### config.mk
export PLATFORM = sky130hd
export DESIGN_NAME = menor_stream_flat
export DESIGN_NICKNAME = d
export VERILOG_FILES = /design/src/rtl/menor_stream_pkg.sv /design/src/rtl/menor_stream_if.sv /design/src/rtl/menor_stream_cmp.sv /design/src/rtl/menor_stream.sv /design/src/flat_wrapper.sv
export SDC_FILE = /design/constraint.sdc
export NUM_CORES = 1
export LEC_CHECK = 0
export ABC_AREA = 1
export CAP_MARGIN = 25
export CORE_UTILIZATION = 40
export CTS_CLUSTER_DIAMETER = 200
export DETAILED_ROUTE_END_ITERATION = 16
export GPL_TIMING_DRIVEN = 0
export PLACE_DENSITY = 0.73
export SYNTH_ARGS = -nofsm -noshare
export SYNTH_HDL_FRONTEND = slang
export SYNTH_SLANG_ARGS = --single-unit
### constraint.sdc
create_clock -name clk -period 1.7 [get_ports clk]
set_input_delay 0.34 -clock clk [delete_from_list [all_inputs] [get_ports clk]]
set_output_delay 0.34 -clock clk [all_outputs]
set_load 0.05 [all_outputs]
### src/rtl/menor_stream_pkg.sv
// Shared definitions for the menor_stream min-finder: default sizes and FSM state encoding.
package menor_stream_pkg;

  localparam int MENOR_WIDTH_DEF = 8;
  localparam int MENOR_N_DEF     = 4;

  typedef enum logic {
    S_COLLECT = 1'b0,
    S_HOLD    = 1'b1
  } state_t;

endpackage

### src/rtl/menor_stream_if.sv
// Handshake bundle for menor_stream: sample input side and result output side.
// out_max exists only when MENOR_MAX_EN is defined.
interface menor_stream_if
  import menor_stream_pkg::*;
#(
  parameter int WIDTH = MENOR_WIDTH_DEF,
  parameter int N     = MENOR_N_DEF
);
  localparam int IDX_W = $clog2(N);

  logic             in_valid;
  logic             in_ready;
  logic [WIDTH-1:0] in_data;
  logic             out_valid;
  logic             out_ready;
  logic [WIDTH-1:0] out_min;
  logic [IDX_W-1:0] out_idx;
`ifdef MENOR_MAX_EN
  logic [WIDTH-1:0] out_max;
`endif

  // The min-finder block itself
  modport slave (
    input  in_valid, in_data, out_ready,
    output in_ready, out_valid, out_min, out_idx
`ifdef MENOR_MAX_EN
    , output out_max
`endif
  );

  // Producer/consumer side
  modport master (
    output in_valid, in_data, out_ready,
    input  in_ready, out_valid, out_min, out_idx
`ifdef MENOR_MAX_EN
    , input out_max
`endif
  );

endinterface

### src/rtl/menor_stream_cmp.sv
// menor_cmp: combinational unsigned magnitude compare of two WIDTH-bit values.
module menor_cmp #(
  parameter int WIDTH = 8
) (
  input  logic [WIDTH-1:0] a,
  input  logic [WIDTH-1:0] b,
  output logic             lt,
  output logic             gt
);

  assign lt = (a < b);
  assign gt = (a > b);

endmodule

### src/rtl/menor_stream.sv
// menor_stream: groups an input sample stream into frames of N and reports
// each frame's minimum and its first index. Build option MENOR_MAX_EN adds a
// parallel running maximum on out_max.
module menor_stream
  import menor_stream_pkg::*;
#(
  parameter int WIDTH = MENOR_WIDTH_DEF,
  parameter int N     = MENOR_N_DEF
) (
  input  logic           clk,
  input  logic           rst_n,
  menor_stream_if.slave  bus
);

  localparam int               IDX_W    = $clog2(N);
  localparam logic [IDX_W-1:0] CNT_LAST = IDX_W'(N - 1);
  localparam logic [IDX_W-1:0] CNT_ZERO = IDX_W'(0);
  localparam logic [IDX_W-1:0] CNT_ONE  = IDX_W'(1);

  state_t           state_r;
  state_t           state_nxt_s;
  logic [IDX_W-1:0] cnt_r;
  logic [WIDTH-1:0] min_r;
  logic [IDX_W-1:0] idx_r;
  logic             in_ready_s;
  logic             accept_s;
  logic             first_s;
  logic             min_lt_s;
  logic             min_gt_s;
  logic             unused_s;

  // Ready depends on state alone, so the producer never sees a combinational path.
  assign in_ready_s = (state_r == S_COLLECT);
  assign accept_s   = bus.in_valid && in_ready_s;
  assign first_s    = (cnt_r == CNT_ZERO);

  assign bus.in_ready  = in_ready_s;
  assign bus.out_valid = (state_r == S_HOLD);
  assign bus.out_min   = min_r;
  assign bus.out_idx   = idx_r;

  menor_cmp #(.WIDTH(WIDTH)) u_cmp_min (
    .a  (bus.in_data),
    .b  (min_r),
    .lt (min_lt_s),
    .gt (min_gt_s)
  );

`ifdef MENOR_MAX_EN
  logic [WIDTH-1:0] max_r;
  logic             max_lt_s;
  logic             max_gt_s;

  menor_cmp #(.WIDTH(WIDTH)) u_cmp_max (
    .a  (bus.in_data),
    .b  (max_r),
    .lt (max_lt_s),
    .gt (max_gt_s)
  );

  assign bus.out_max = max_r;
  assign unused_s    = min_gt_s ^ max_lt_s;

  // Running maximum: first sample of a frame loads, later samples replace only if strictly larger.
  always_ff @(posedge clk or negedge rst_n) begin
    if (!rst_n) begin
      max_r <= {WIDTH{1'b0}};
    end else if (accept_s) begin
      if (first_s || max_gt_s) begin
        max_r <= bus.in_data;
      end
    end
  end
`else
  assign unused_s = min_gt_s;
`endif

  // FSM next state: leave COLLECT on the last sample of a frame, leave HOLD on result handshake.
  always_comb begin
    state_nxt_s = state_r;
    case (state_r)
      S_COLLECT: begin
        if (bus.in_valid && (cnt_r == CNT_LAST)) begin
          state_nxt_s = S_HOLD;
        end else begin
          state_nxt_s = S_COLLECT;
        end
      end
      S_HOLD: begin
        if (bus.out_ready) begin
          state_nxt_s = S_COLLECT;
        end else begin
          state_nxt_s = S_HOLD;
        end
      end
      default: state_nxt_s = S_COLLECT;
    endcase
  end

  // FSM state register.
  always_ff @(posedge clk or negedge rst_n) begin
    if (!rst_n) begin
      state_r <= S_COLLECT;
    end else begin
      state_r <= state_nxt_s;
    end
  end

  // Frame position counter; advances only on accepted samples and wraps after the last one.
  always_ff @(posedge clk or negedge rst_n) begin
    if (!rst_n) begin
      cnt_r <= CNT_ZERO;
    end else if (accept_s) begin
      if (cnt_r == CNT_LAST) begin
        cnt_r <= CNT_ZERO;
      end else begin
        cnt_r <= cnt_r + CNT_ONE;
      end
    end
  end

  // Running minimum and its index; strict compare keeps the earliest index on ties.
  always_ff @(posedge clk or negedge rst_n) begin
    if (!rst_n) begin
      min_r <= {WIDTH{1'b0}};
      idx_r <= CNT_ZERO;
    end else if (accept_s) begin
      if (first_s) begin
        min_r <= bus.in_data;
        idx_r <= CNT_ZERO;
      end else if (min_lt_s) begin
        min_r <= bus.in_data;
        idx_r <= cnt_r;
      end
    end
  end

endmodule

### src/flat_wrapper.sv
// flat-port wrapper written by rule: the top's interface ports become plain ports
module menor_stream_flat import menor_stream_pkg::*;
#(
  parameter int WIDTH = MENOR_WIDTH_DEF,
  parameter int N     = MENOR_N_DEF
)
  (clk, rst_n, bus_in_valid, bus_in_data, bus_out_ready, bus_in_ready, bus_out_valid, bus_out_min, bus_out_idx);
  menor_stream_if #(.WIDTH(WIDTH), .N(N)) bus_i ();
  input  logic clk;
  input  logic rst_n;
  input wire logic [$bits(bus_i.in_valid)-1:0] bus_in_valid;
  input wire logic [$bits(bus_i.in_data)-1:0] bus_in_data;
  input wire logic [$bits(bus_i.out_ready)-1:0] bus_out_ready;
  output wire logic [$bits(bus_i.in_ready)-1:0] bus_in_ready;
  output wire logic [$bits(bus_i.out_valid)-1:0] bus_out_valid;
  output wire logic [$bits(bus_i.out_min)-1:0] bus_out_min;
  output wire logic [$bits(bus_i.out_idx)-1:0] bus_out_idx;
  assign bus_i.in_valid = bus_in_valid;
  assign bus_i.in_data = bus_in_data;
  assign bus_i.out_ready = bus_out_ready;
  assign bus_in_ready = bus_i.in_ready;
  assign bus_out_valid = bus_i.out_valid;
  assign bus_out_min = bus_i.out_min;
  assign bus_out_idx = bus_i.out_idx;
  menor_stream #(.WIDTH(WIDTH), .N(N)) u_core (.clk(clk), .rst_n(rst_n), .bus(bus_i));
endmodule
==> results.sh, run 1 <==
export IMPL_timing_final_setup_violations=0
export IMPL_synth_ff_type="sky130_fd_sc_hd__dfrtp_1"
export IMPL_critical_path_reg2reg_startpoint="u_core.bus.out_min[7]"
export IMPL_drt_iter0_markers=2
export IMPL_worst_r2r_setup_slack_ns=0.20
export IMPL_avgSynthCellArea_um2=7.98
export IMPL_final_instance_count_excl_fill=147
export IMPL_floorplan_die_height_um=45.5
export IMPL_yosysTopAreaCellShare_pct=42.9
export IMPL_globalRoute_totalOverflow=0
export IMPL_floorplan_initialDensity_pct=43.4
export IMPL_wl_met3_um=95
export IMPL_vias=684
export IMPL_cts_resized=12
export IMPL_irDropWorstVdd_mv=0.937
export IMPL_cts_sinks=13
export IMPL_power_switching_mw=1.08
export IMPL_cell_internal_power_mw=0.945
export IMPL_finalCriticalPeriod_ns=1.63
export IMPL_timing_worst_setup_path_type="flop to output pin"
export IMPL_cts_root_cell="sky130_fd_sc_hd__clkbuf_4"
export IMPL_antenna_cells=0
export IMPL_cellLeakagePower_nw=0.578
export IMPL_seq_area_frac_synth_pct=42.9
export IMPL_areaGrowthSynthToFinish_pct=37.1
export IMPL_grt_start_max_net_pins=14
export IMPL_finalMaxSlewViolations=0
export IMPL_timing_hold_violations_final=0
export IMPL_avgRoutedWirePerCell_um=10.3
export IMPL_die_area_um2=2070
export IMPL_die_width_um=45.5
export IMPL_std_cell_rows=15
export IMPL_maxUsedRoutingLayer="met4"
export IMPL_cts_path_max_buffers=2
export IMPL_clkSlewWorstSetupHoldPaths_ns=0.08
export IMPL_rsz0062_at_grt="no"
export IMPL_tritoncts_num_buffers=3
export IMPL_final_period_utilization_pct=95.7
export IMPL_ys_async_sr_fraction_pct=100
export IMPL_synth_area_leaders="sky130_fd_sc_hd__dfrtp_1 (43%), sky130_fd_sc_hd__nand2_1 (16%), sky130_fd_sc_hd__ha_1 (15%), sky130_fd_sc_hd__inv_1 (7.9%), sky130_fd_sc_hd__nand3_1 (7.3%)"
export IMPL_comb_power_share_pct=63.5
export IMPL_post_cts_setup_buffers=0
export IMPL_core_area_um2=1750
export IMPL_clockPowerShare_pct=9.7
export IMPL_design_final_nets=144
export IMPL_route_layer_met1_wl_um=732
export IMPL_drive_gt1_share_pct=8.20
export IMPL_syn_area_um2=758
export IMPL_synthMostInstantiatedCell="sky130_fd_sc_hd__nand2_1"
export IMPL_critical_path_required_ns=1.36
export IMPL_critical_path_slowest_cell="sky130_fd_sc_hd__dlygate4sd2_1"
export IMPL_critical_path_cell_chain="inv_1 > dlygate4sd2_1"
export IMPL_ff2ff_path_depth=9
export IMPL_timing_critical_path_arrival_ns=1.29
export IMPL_cells_after_dpl=143
export IMPL_antenna_violations_before_repair=0
export IMPL_synth_enable_flop_cells=0
export IMPL_ys_seq_elements=13
export IMPL_grt_first_pass_wirelength_um=2550
export IMPL_worst_setup_path_end_kind="output pin"
export IMPL_global_route_usage_over_all_layers_pct=17.4
export IMPL_gp_congestion=0.759
export IMPL_syn_nets=116
export IMPL_top_cells_by_count_synth="sky130_fd_sc_hd__nand2_1 (32), sky130_fd_sc_hd__inv_1 (16), sky130_fd_sc_hd__dfrtp_1 (13)"
export IMPL_cp_max_fo=3
export IMPL_switching_share_pct=53.4
export IMPL_syn_instance_count=95
export IMPL_place_detailed_hpwl_um=1150
export IMPL_wirelength_um=1510
export IMPL_tritoncts="done"
export IMPL_clock_fmax_mhz=614
export IMPL_synth_distinct_cells=12
export IMPL_cap_viol_max_count=0
export IMPL_power_density_cell_area_nw_per_um2=1950
export IMPL_grt_pass1_vias=624
export IMPL_worst_path_max_stage_delay_ns=0.54
export IMPL_yosysTopAreaCell="sky130_fd_sc_hd__dfrtp_1"
export IMPL_preCtsSetupSlack_ns=-0.193
export IMPL_cts_hold_buffers=0
export IMPL_worstReg2RegEnd="u_core.bus.out_min[7]"
export IMPL_detailroute_wirelength_met2_um=668
export IMPL_maxSlewHeadroom_pct=60.4
export IMPL_dr_pass1_iters=2
export IMPL_clk_insertion_delay_late_ns=0.28
export IMPL_vias_per_cell=4.65
export IMPL_fin_hold_ws_ns=0.433
export IMPL_cp_start_kind="flop"
export IMPL_worstHoldPathType="primary input to async pin"
export IMPL_number_of_warnings_printed_during_yosys_synthesis=0
export IMPL_tightest_slew_ns=0.592
export IMPL_io_pins=24
export IMPL_setup_slack_ns=0.0723
export IMPL_seq_power_share_pct=26.8
export IMPL_placement_io_buffers=23
export IMPL_worst_clock_skew_ns=0.000787
export IMPL_remaining_drc_errors=0
export IMPL_h_tree_depth=1
export IMPL_antenna_left=0
export IMPL_status="complete, no violations"
## per-layer routing
metal | vias to the layer above | track usage, %
met5 | - | 0
met4 | 0 | 9.09
met1 | 312 | 21.9
met2 | 18 | 27.4
met3 | 3 | 3.97
li1 | 351 | -
## worst max path at each step
| stage | start | to | slack, ns |
|---|---|---|---|
| after floorplan | u_core.bus.out_min[1] | u_core.bus.out_min[0] | 0.02 |
| after global placement | bus_in_data[7] | u_core.bus.out_idx[1] | -0.18 |
| after detailed placement | bus_in_data[7] | u_core.bus.out_min[5] | -0.19 |
| after CTS | u_core.bus.out_valid | bus_in_ready | 0.07 |
| after global routing | u_core.bus.out_valid | bus_in_ready | 0.01 |
| final | u_core.bus.out_valid | bus_in_ready | 0.07 |
## metrics by stage
step	TNS [ns]	instance area (um2)	total power [mW]	util (%)
2_1_floorplan	0	762	1.52	-
3_3_place_gp	-1.68	1020	1.90	58.6
3_5_place_dp	-1.85	1020	1.93	58.6
4_1_cts	0	1030	2.03	59.3
5_1_grt	0	1040	2.21	59.6
6_report	0	1040	2.03	59.6
## cell usage in the layout (no fill, tap or decap), drive strengths merged
| master | instances |
|---|---|
| nand2 | 34 |
| ha | 9 |
| clkbuf | 4 |
| o21ai | 2 |
| inv | 16 |
| nor2 | 3 |
| clkdlybuf4s50 | 11 |
| buf | 2 |
| a21oi | 3 |
| nand3 | 11 |
| o21a | 1 |
| dlygate4sd2 | 12 |
| dfrtp | 13 |
| o22ai | 1 |
## cell families (layout without fill, tap and decap cells)
logic type / count (synthesis) / in the layout / share of synthesized area (%)
buffers and inverters: 18 / 45 / 10.9
AND/OR/NAND/NOR: 48 / 48 / 26.2
AO/OA/AOI/OAI: 7 / 7 / 5.12
adder cells (fa/ha/maj): 9 / 9 / 14.9
flip-flops: 13 / 13 / 42.9
## flip-flops by register name (all words and copies together) (netlist names)
signal                cells
u_core.bus.out_min        8
u_core.bus.out_idx        2
u_core.cnt_r              2
u_core.bus.out_valid      1
## critical path: cells and delay by family, from the launching register on
kind                   cells  cell delay [ns]
buffers and inverters      2             0.63
flip-flops                 1             0.38
## cell type report
cell class / count / area [um2]
fillers: 163 / 706
multi-input cells: 64 / 355
flip-flops and latches: 13 / 329
repair buffers: 23 / 215
inverters: 16 / 60.1
well taps: 25 / 31.3
clock buffers: 4 / 26.3
plain buffers: 2 / 22.5
## power groups by stage
stage                     clock network, mW  registers (mW)  logic, mW
final                                 0.197           0.543       1.29
after global routing                  0.215           0.561       1.43
after CTS                             0.199           0.545       1.29
after floorplan                           0           0.957      0.565
after global placement                    0           0.551       1.35
after detailed placement                  0           0.555       1.37
No activity file was read; power rests on OpenSTA's default activity.
==> run 2: changes to the inputs <==
--- a/config.mk
+++ b/config.mk
@@ -5,13 +5,13 @@
 export SDC_FILE = /design/constraint.sdc
 export NUM_CORES = 1
 export LEC_CHECK = 0
-export ABC_AREA = 1
-export CAP_MARGIN = 25
+export CAP_MARGIN = 20
 export CORE_UTILIZATION = 40
 export CTS_CLUSTER_DIAMETER = 200
 export DETAILED_ROUTE_END_ITERATION = 16
 export GPL_TIMING_DRIVEN = 0
-export PLACE_DENSITY = 0.73
+export PLACE_DENSITY = 0.72
 export SYNTH_ARGS = -nofsm -noshare
 export SYNTH_HDL_FRONTEND = slang
+export SYNTH_HIERARCHICAL = 1
 export SYNTH_SLANG_ARGS = --single-unit
==> run 2 against run 1 <==
Against the previous run: the flow now finishes with violations (negative setup slack); sequential share of layout area is 3.6 points lower; sequential power is 6.1% higher; first-iteration DRC count grew to 4.0 times the previous value; via count is 14% lower; count of clock-buffer cells in the layout stayed put; final area is 14% higher; final cell count is 16% lower; clock skew is 0.0020 ns higher.
==> results.sh, run 2 <==
export IMPL_seq_power_share_pct=23.9
export IMPL_antenna_violations_before_repair=0
export IMPL_switching_share_pct=48.5
export IMPL_clkSlewWorstSetupHoldPaths_ns=0.08
export IMPL_final_common_cell="sky130_fd_sc_hd__dlygate4sd2_1"
export IMPL_wirelength_um=1520
export IMPL_syn_area_um2=764
export IMPL_cts_hold_buffers=0
export IMPL_fin_hold_ws_ns=0.409
export IMPL_rsz0062_at_grt="yes"
export IMPL_cellLeakagePower_nw=0.572
export IMPL_grt_pass1_vias=574
export IMPL_timing_hold_violations_final=0
export IMPL_failed_checks="negative setup slack"
export IMPL_worstReg2RegEnd="u_core/bus.out_min[3]"
export IMPL_dr_pass1_iters=2
export IMPL_worstHoldPathType="primary input to flop"
export IMPL_worst_path_max_stage_delay_ns=0.52
export IMPL_place_detailed_hpwl_um=1060
export IMPL_final_core_util_pct=67.1
export IMPL_maxSlewHeadroom_pct=59.5
export IMPL_antenna_left=0
export IMPL_vias=586
export IMPL_critical_path_cell_chain="clkdlybuf4s50_1 > ha_4 > a21oi_2 > o21ai_2 > nor2_4 > nor2_4 > nor2_8 > mux2_4"
export IMPL_worst_setup_path_end_kind="flop"
export IMPL_cell_internal_power_mw=1.24
export IMPL_floorplan_die_height_um=45.7
export IMPL_h_tree_depth=1
export IMPL_critical_path_reg2reg_startpoint="u_core/bus.out_min[1]"
export IMPL_cp_start_kind="primary input"
export IMPL_avgSynthCellArea_um2=11.2
export IMPL_avgRoutedWirePerCell_um=12.2
export IMPL_critical_path_slowest_cell="sky130_fd_sc_hd__clkdlybuf4s50_1"
export IMPL_final_period_utilization_pct=110
export IMPL_finalMaxSlewViolations=0
export IMPL_grt_start_max_net_pins=14
export IMPL_core_area_um2=1760
export IMPL_worst_r2r_setup_slack_ns=-0.13
export IMPL_worstHoldEndpoint="u_core/bus.out_min[7]"
export IMPL_floorplan_initialDensity_pct=43.3
export IMPL_io_pins=24
export IMPL_power_density_cell_area_nw_per_um2=2040
export IMPL_vias_per_cell=4.73
export IMPL_number_of_warnings_printed_during_yosys_synthesis=6
export IMPL_std_cell_rows=15
export IMPL_gp_congestion=0.735
export IMPL_largest_reg_flops=8
export IMPL_sequential_area_um2=332
export IMPL_timing_final_setup_violations=8
export IMPL_cts_path_max_buffers=2
export IMPL_grt_first_pass_wirelength_um=2440
export IMPL_num_fill_cells=156
export IMPL_min_path_cells=2
export IMPL_cts_root_cell="sky130_fd_sc_hd__clkbuf_4"
export IMPL_globalRoute_totalOverflow=0
export IMPL_placement_io_buffers=23
export IMPL_tritoncts="done"
export IMPL_preCtsSetupSlack_ns=-0.643
export IMPL_worstPathBufferInverterCount=1
export IMPL_global_route_usage_over_all_layers_pct=16.7
export IMPL_setup_slack_ns=-0.177
export IMPL_cap_viol_max_count=0
export IMPL_critPathMostFrequentCell="sky130_fd_sc_hd__nor2_4"
export IMPL_comb_power_share_pct=68.2
export IMPL_timing_critical_path_arrival_ns=2.03
export IMPL_syn_instance_count=68
export IMPL_ff2ff_path_depth=9
export IMPL_fin_total_pwr_mw=2.41
export IMPL_irDropWorstVdd_mv=1.09
export IMPL_critical_path_required_ns=1.85
export IMPL_antenna_cells=0
export IMPL_remaining_drc_errors=0
export IMPL_status="complete, but fails checks"
export IMPL_tightest_slew_ns=0.605
export IMPL_worstHoldStart="bus_in_data[7]"
export IMPL_worst_clock_skew_ns=0.00275
export IMPL_layout_cells_most_common_list="sky130_fd_sc_hd__dlygate4sd2_1 (12), sky130_fd_sc_hd__inv_1 (10), sky130_fd_sc_hd__clkdlybuf4s50_1 (8), sky130_fd_sc_hd__mux2_4 (8), sky130_fd_sc_hd__dfrtp_1 (8)"
export IMPL_design_final_nets=122
export IMPL_multi_input_area_um2=503
export IMPL_crit_family="buffers and inverters"
export IMPL_clk_insertion_delay_late_ns=0.27
export IMPL_die_width_um=45.7
export IMPL_die_area_um2=2090
export IMPL_power_switching_mw=1.17
export IMPL_timing_worst_setup_path_type="primary input to flop"
export IMPL_finalCriticalPeriod_ns=1.88
export IMPL_tritoncts_num_buffers=3
export IMPL_syn_nets=90
export IMPL_drt_iter0_markers=8
export IMPL_drive_gt1_share_pct=38.4
export IMPL_cp_max_fo=8
export IMPL_cts_sinks=13
export IMPL_clockPowerShare_pct=7.9
export IMPL_clock_fmax_mhz=533
export IMPL_areaGrowthSynthToFinish_pct=54.8
[run 2: cell count changes in the layout (fill, tap and decap cells not counted), sizes merged, moves of 2 or more]
cell           previous run  this run
buf                       2         4
dlymetal6s2s              0         2
inv                      16        11
clkdlybuf4s50            11         8
o21ai                     2         8
nand2                    34         2
mux2                      0         8
nand3                    11         3
[run 2: power by group through the flow]
stage / Combinational, mW / Sequential (mW) / Clock (mW)
floorplan: 0.613 / 1.01 / 0
global placement: 1.43 / 0.577 / 0
detailed placement: 1.45 / 0.586 / 0
CTS: 1.55 / 0.578 / 0.205
global route: 1.77 / 0.598 / 0.223
finish: 1.65 / 0.576 / 0.191
[run 2: metrics by stage]
step	TNS [ns]	cell area [um2]	std cells
floorplan	-2.26	781	68
global placement	-5.36	1040	116
detailed placement	-5.64	1040	116
CTS	-1.83	1130	123
global route	-1.77	1180	124
finish	-1.34	1180	124
[run 2: timing repair]
item / 4_1_cts / 5_1_grt
pin swaps: 9 / 6
setup endpoints to repair: 22 / 11
buffers inserted: 3 / 1
resized for setup: 26 / 8
hold endpoints to repair: 0 / 0
[run 2: worst max path at each step]
stage                               start                     to  depth (start not counted)
detailed placement         bus_in_data[1]  u_core/bus.out_min[3]                          9
global placement           bus_in_data[7]  u_core/bus.out_min[3]                          8
global route               bus_in_data[5]  u_core/bus.out_min[3]                          8
finish                     bus_in_data[5]  u_core/bus.out_min[3]                          8
CTS                 u_core/bus.out_min[1]  u_core/bus.out_min[3]                          9
floorplan           u_core/bus.out_min[1]  u_core/bus.out_min[1]                          9
[run 2: worst reg2reg max path, cell delays in order, from the launching register on]
cell,delay [ns]
sky130_fd_sc_hd__dfrtp_2,0.41
sky130_fd_sc_hd__inv_2,0.06
sky130_fd_sc_hd__ha_4,0.18
sky130_fd_sc_hd__nor2b_4,0.12
sky130_fd_sc_hd__o211ai_2,0.15
sky130_fd_sc_hd__a21oi_2,0.09
sky130_fd_sc_hd__nor2_4,0.12
sky130_fd_sc_hd__nor2_4,0.06
sky130_fd_sc_hd__nor2_8,0.20
sky130_fd_sc_hd__mux2_4,0.33
[run 2: cell type report]
class                   count  area share (%)
multi-input cells          44            42.5
well taps                  25            2.64
flip-flops and latches     13            28.0
inverters                  11            3.49
clock buffers               4            2.22
repair buffers             27            21.1
[run 2: per-layer routing]
| layer | track usage (%) | wire length, um | up-vias |
|---|---|---|---|
| li1 | - | - | 295 |
| met1 | 19.5 | 665 | 273 |
| met2 | 29.1 | 758 | 16 |
| met3 | 3.97 | 80 | 2 |
| met4 | 7.06 | 14 | 0 |
| met5 | 0 | 0 | - |
==> run 3: changes to the inputs <==
--- a/config.mk
+++ b/config.mk
@@ -5,7 +5,9 @@
 export SDC_FILE = /design/constraint.sdc
 export NUM_CORES = 1
 export LEC_CHECK = 0
+export ABC_AREA = 1
 export CAP_MARGIN = 20
+export CORE_MARGIN = 2
 export CORE_UTILIZATION = 40
 export CTS_CLUSTER_DIAMETER = 200
 export DETAILED_ROUTE_END_ITERATION = 16
==> run 3 against run 2 <==
Against the previous run: the run now ends clean; register-to-register slack better by 0.25 ns; clock skew shrank 0.0015 ns; area after synthesis is 4.1% higher; non-clock buffer count fell by 1; final area fell by 2.3%; global-route usage fell by 2.0 points; setup slack improved by 0.27 ns; synthesized cell count rose by 49%; sequential share of layout area up 0.88 points; core utilization shrank 6.9 points; hold slack got worse by 0.067 ns.
==> results.sh, run 3 <==
export IMPL_setup_slack_ns=0.0950
export IMPL_wirelength_um=1700
export IMPL_irDropWorstVdd_mv=1.00
export IMPL_cellLeakagePower_nw=0.672
export IMPL_power_density_cell_area_nw_per_um2=1930
export IMPL_timing_worst_setup_path_type="primary input to flop"
export IMPL_floorplan_die_height_um=48.6
export IMPL_timing_critical_path_arrival_ns=1.77
export IMPL_largest_reg_flops=8
export IMPL_avgRoutedWirePerCell_um=10.8
export IMPL_timing_final_setup_violations=0
export IMPL_comb_power_share_pct=65.9
export IMPL_cts_root_cell="sky130_fd_sc_hd__clkbuf_4"
export IMPL_layout_cells_most_common_list="sky130_fd_sc_hd__nand2_1 (32), sky130_fd_sc_hd__inv_1 (16), sky130_fd_sc_hd__dlygate4sd2_1 (12), sky130_fd_sc_hd__nand3_1 (10), sky130_fd_sc_hd__ha_1 (8)"
export IMPL_globalRoute_totalOverflow=0
export IMPL_rsz0062_at_grt="no"
export IMPL_number_of_warnings_printed_during_yosys_synthesis=6
export IMPL_drt_iter0_markers=5
export IMPL_setup_tns_final_ns=0
export IMPL_placement_io_buffers=23
export IMPL_status="complete, no violations"
export IMPL_antenna_violations_before_repair=0
export IMPL_areaGrowthSynthToFinish_pct=45.3
export IMPL_critical_path_required_ns=1.87
export IMPL_worst_setup_path_end_kind="flop"
export IMPL_gp_congestion=0.746
export IMPL_clockPowerShare_pct=8.7
export IMPL_final_common_cell="sky130_fd_sc_hd__nand2_1"
export IMPL_worst_r2r_setup_slack_ns=0.12
export IMPL_die_width_um=48.6
export IMPL_tightest_slew_ns=0.587
export IMPL_tritoncts_num_buffers=3
export IMPL_global_route_usage_over_all_layers_pct=14.7
export IMPL_core_area_um2=1920
export IMPL_final_instance_count_excl_fill=157
export IMPL_vias_per_cell=4.50
export IMPL_cp_start_kind="primary input"
export IMPL_seq_power_share_pct=25.4
export IMPL_final_period_utilization_pct=94.4
export IMPL_syn_nets=123
export IMPL_cts_hold_buffers=0
export IMPL_final_cell_area_um2=1160
export IMPL_dr_pass1_iters=4
export IMPL_tritoncts="done"
export IMPL_antenna_cells=0
export IMPL_clk_insertion_delay_late_ns=0.27
export IMPL_num_fill_cells=173
export IMPL_std_cell_rows=16
export IMPL_grt_first_pass_wirelength_um=2700
export IMPL_cap_viol_max_count=0
export IMPL_final_core_util_pct=60.2
export IMPL_remaining_drc_errors=0
export IMPL_syn_area_um2=796
export IMPL_grt_start_max_net_pins=14
export IMPL_h_tree_depth=1
export IMPL_switching_share_pct=53.3
export IMPL_finalCriticalPeriod_ns=1.60
export IMPL_worst_clock_skew_ns=0.00124
export IMPL_worstHoldPathType="primary input to flop"
export IMPL_power_switching_mw=1.19
export IMPL_cts_sinks=13
export IMPL_place_area_um2=1070
export IMPL_floorplan_initialDensity_pct=41.4
export IMPL_sequential_area_um2=334
export IMPL_cells_after_dpl=151
export IMPL_preCtsSetupSlack_ns=-0.309
export IMPL_syn_instance_count=101
export IMPL_avgSynthCellArea_um2=7.88
export IMPL_cts_path_max_buffers=2
export IMPL_fin_hold_ws_ns=0.342
export IMPL_cell_internal_power_mw=1.04
export IMPL_maxSlewHeadroom_pct=60.8
export IMPL_multi_input_area_um2=432
export IMPL_vias=706
export IMPL_fin_total_pwr_mw=2.23
export IMPL_grt_pass1_vias=633
export IMPL_cp_max_fo=5
export IMPL_place_detailed_hpwl_um=1190
export IMPL_antenna_left=0
export IMPL_clock_fmax_mhz=623
export IMPL_timing_hold_violations_final=0
export IMPL_die_area_um2=2360
export IMPL_io_pins=24
export IMPL_finalMaxSlewViolations=0
export IMPL_design_final_nets=153
export IMPL_drive_gt1_share_pct=20.8
export IMPL_clkSlewWorstSetupHoldPaths_ns=0.08
-- run 3: timing repair --
action / 4_1_cts / 5_1_grt
gates cloned: 0 / 2
setup buffers: 0 / 0
resized for setup: 15 / 17
endpoints found under the setup margin: 19 / 11
pin swaps: 1 / 6
-- run 3: per-layer routing --
metal / track usage (%) / wire length [um] / vias up
li1: - / - / 371
met1: 15.9 / 726 / 319
met2: 25.8 / 891 / 14
met3: 3.70 / 64 / 2
met4: 8.57 / 19 / 0
met5: 0 / 0 / -
-- run 3: path summary, 6_finish.rpt --
kind                                        from  cells after the start               endpoint
setup / recovery                  bus_in_data[4]                     11  u_core/bus.out_min[5]
hold / removal                    bus_in_data[0]                      3  u_core/bus.out_min[0]
setup reg to reg           u_core/bus.out_min[7]                     10  u_core/bus.out_min[5]
hold reg to reg            u_core/bus.out_idx[0]                      2  u_core/bus.out_idx[0]
max in group asynchronous                  rst_n                      1  u_core/bus.out_min[5]
min in group asynchronous                  rst_n                      1  u_core/bus.out_min[0]
-- run 3: final cells by class --
type                    instances  share of cell area (%)
inverters                      19                    6.17
flip-flops and latches         13                    28.9
repair buffers                 24                    20.5
multi-input cells              68                    37.3
clock buffers                   4                    2.27
well taps                      27                    2.92
plain buffers                   2                    1.95
-- run 3: worst max-delay path: stages --
cell	delay, ns
sky130_fd_sc_hd__clkdlybuf4s50_1	0.42
sky130_fd_sc_hd__ha_1	0.29
sky130_fd_sc_hd__nand2_1	0.05
sky130_fd_sc_hd__nor2_2	0.07
sky130_fd_sc_hd__nand2_1	0.05
sky130_fd_sc_hd__and2_1	0.14
sky130_fd_sc_hd__inv_2	0.06
sky130_fd_sc_hd__nand2_4	0.07
sky130_fd_sc_hd__buf_6	0.14
sky130_fd_sc_hd__nand3_1	0.08
sky130_fd_sc_hd__nand2_1	0.06
-- run 3: power by group through the flow --
stage	logic, mW	clock network (mW)	registers (mW)
2_1_floorplan	0.576	0	0.979
3_3_place_gp	1.37	0	0.571
3_5_place_dp	1.39	0	0.580
4_1_cts	1.34	0.205	0.568
5_1_grt	1.59	0.222	0.585
6_report	1.47	0.194	0.567
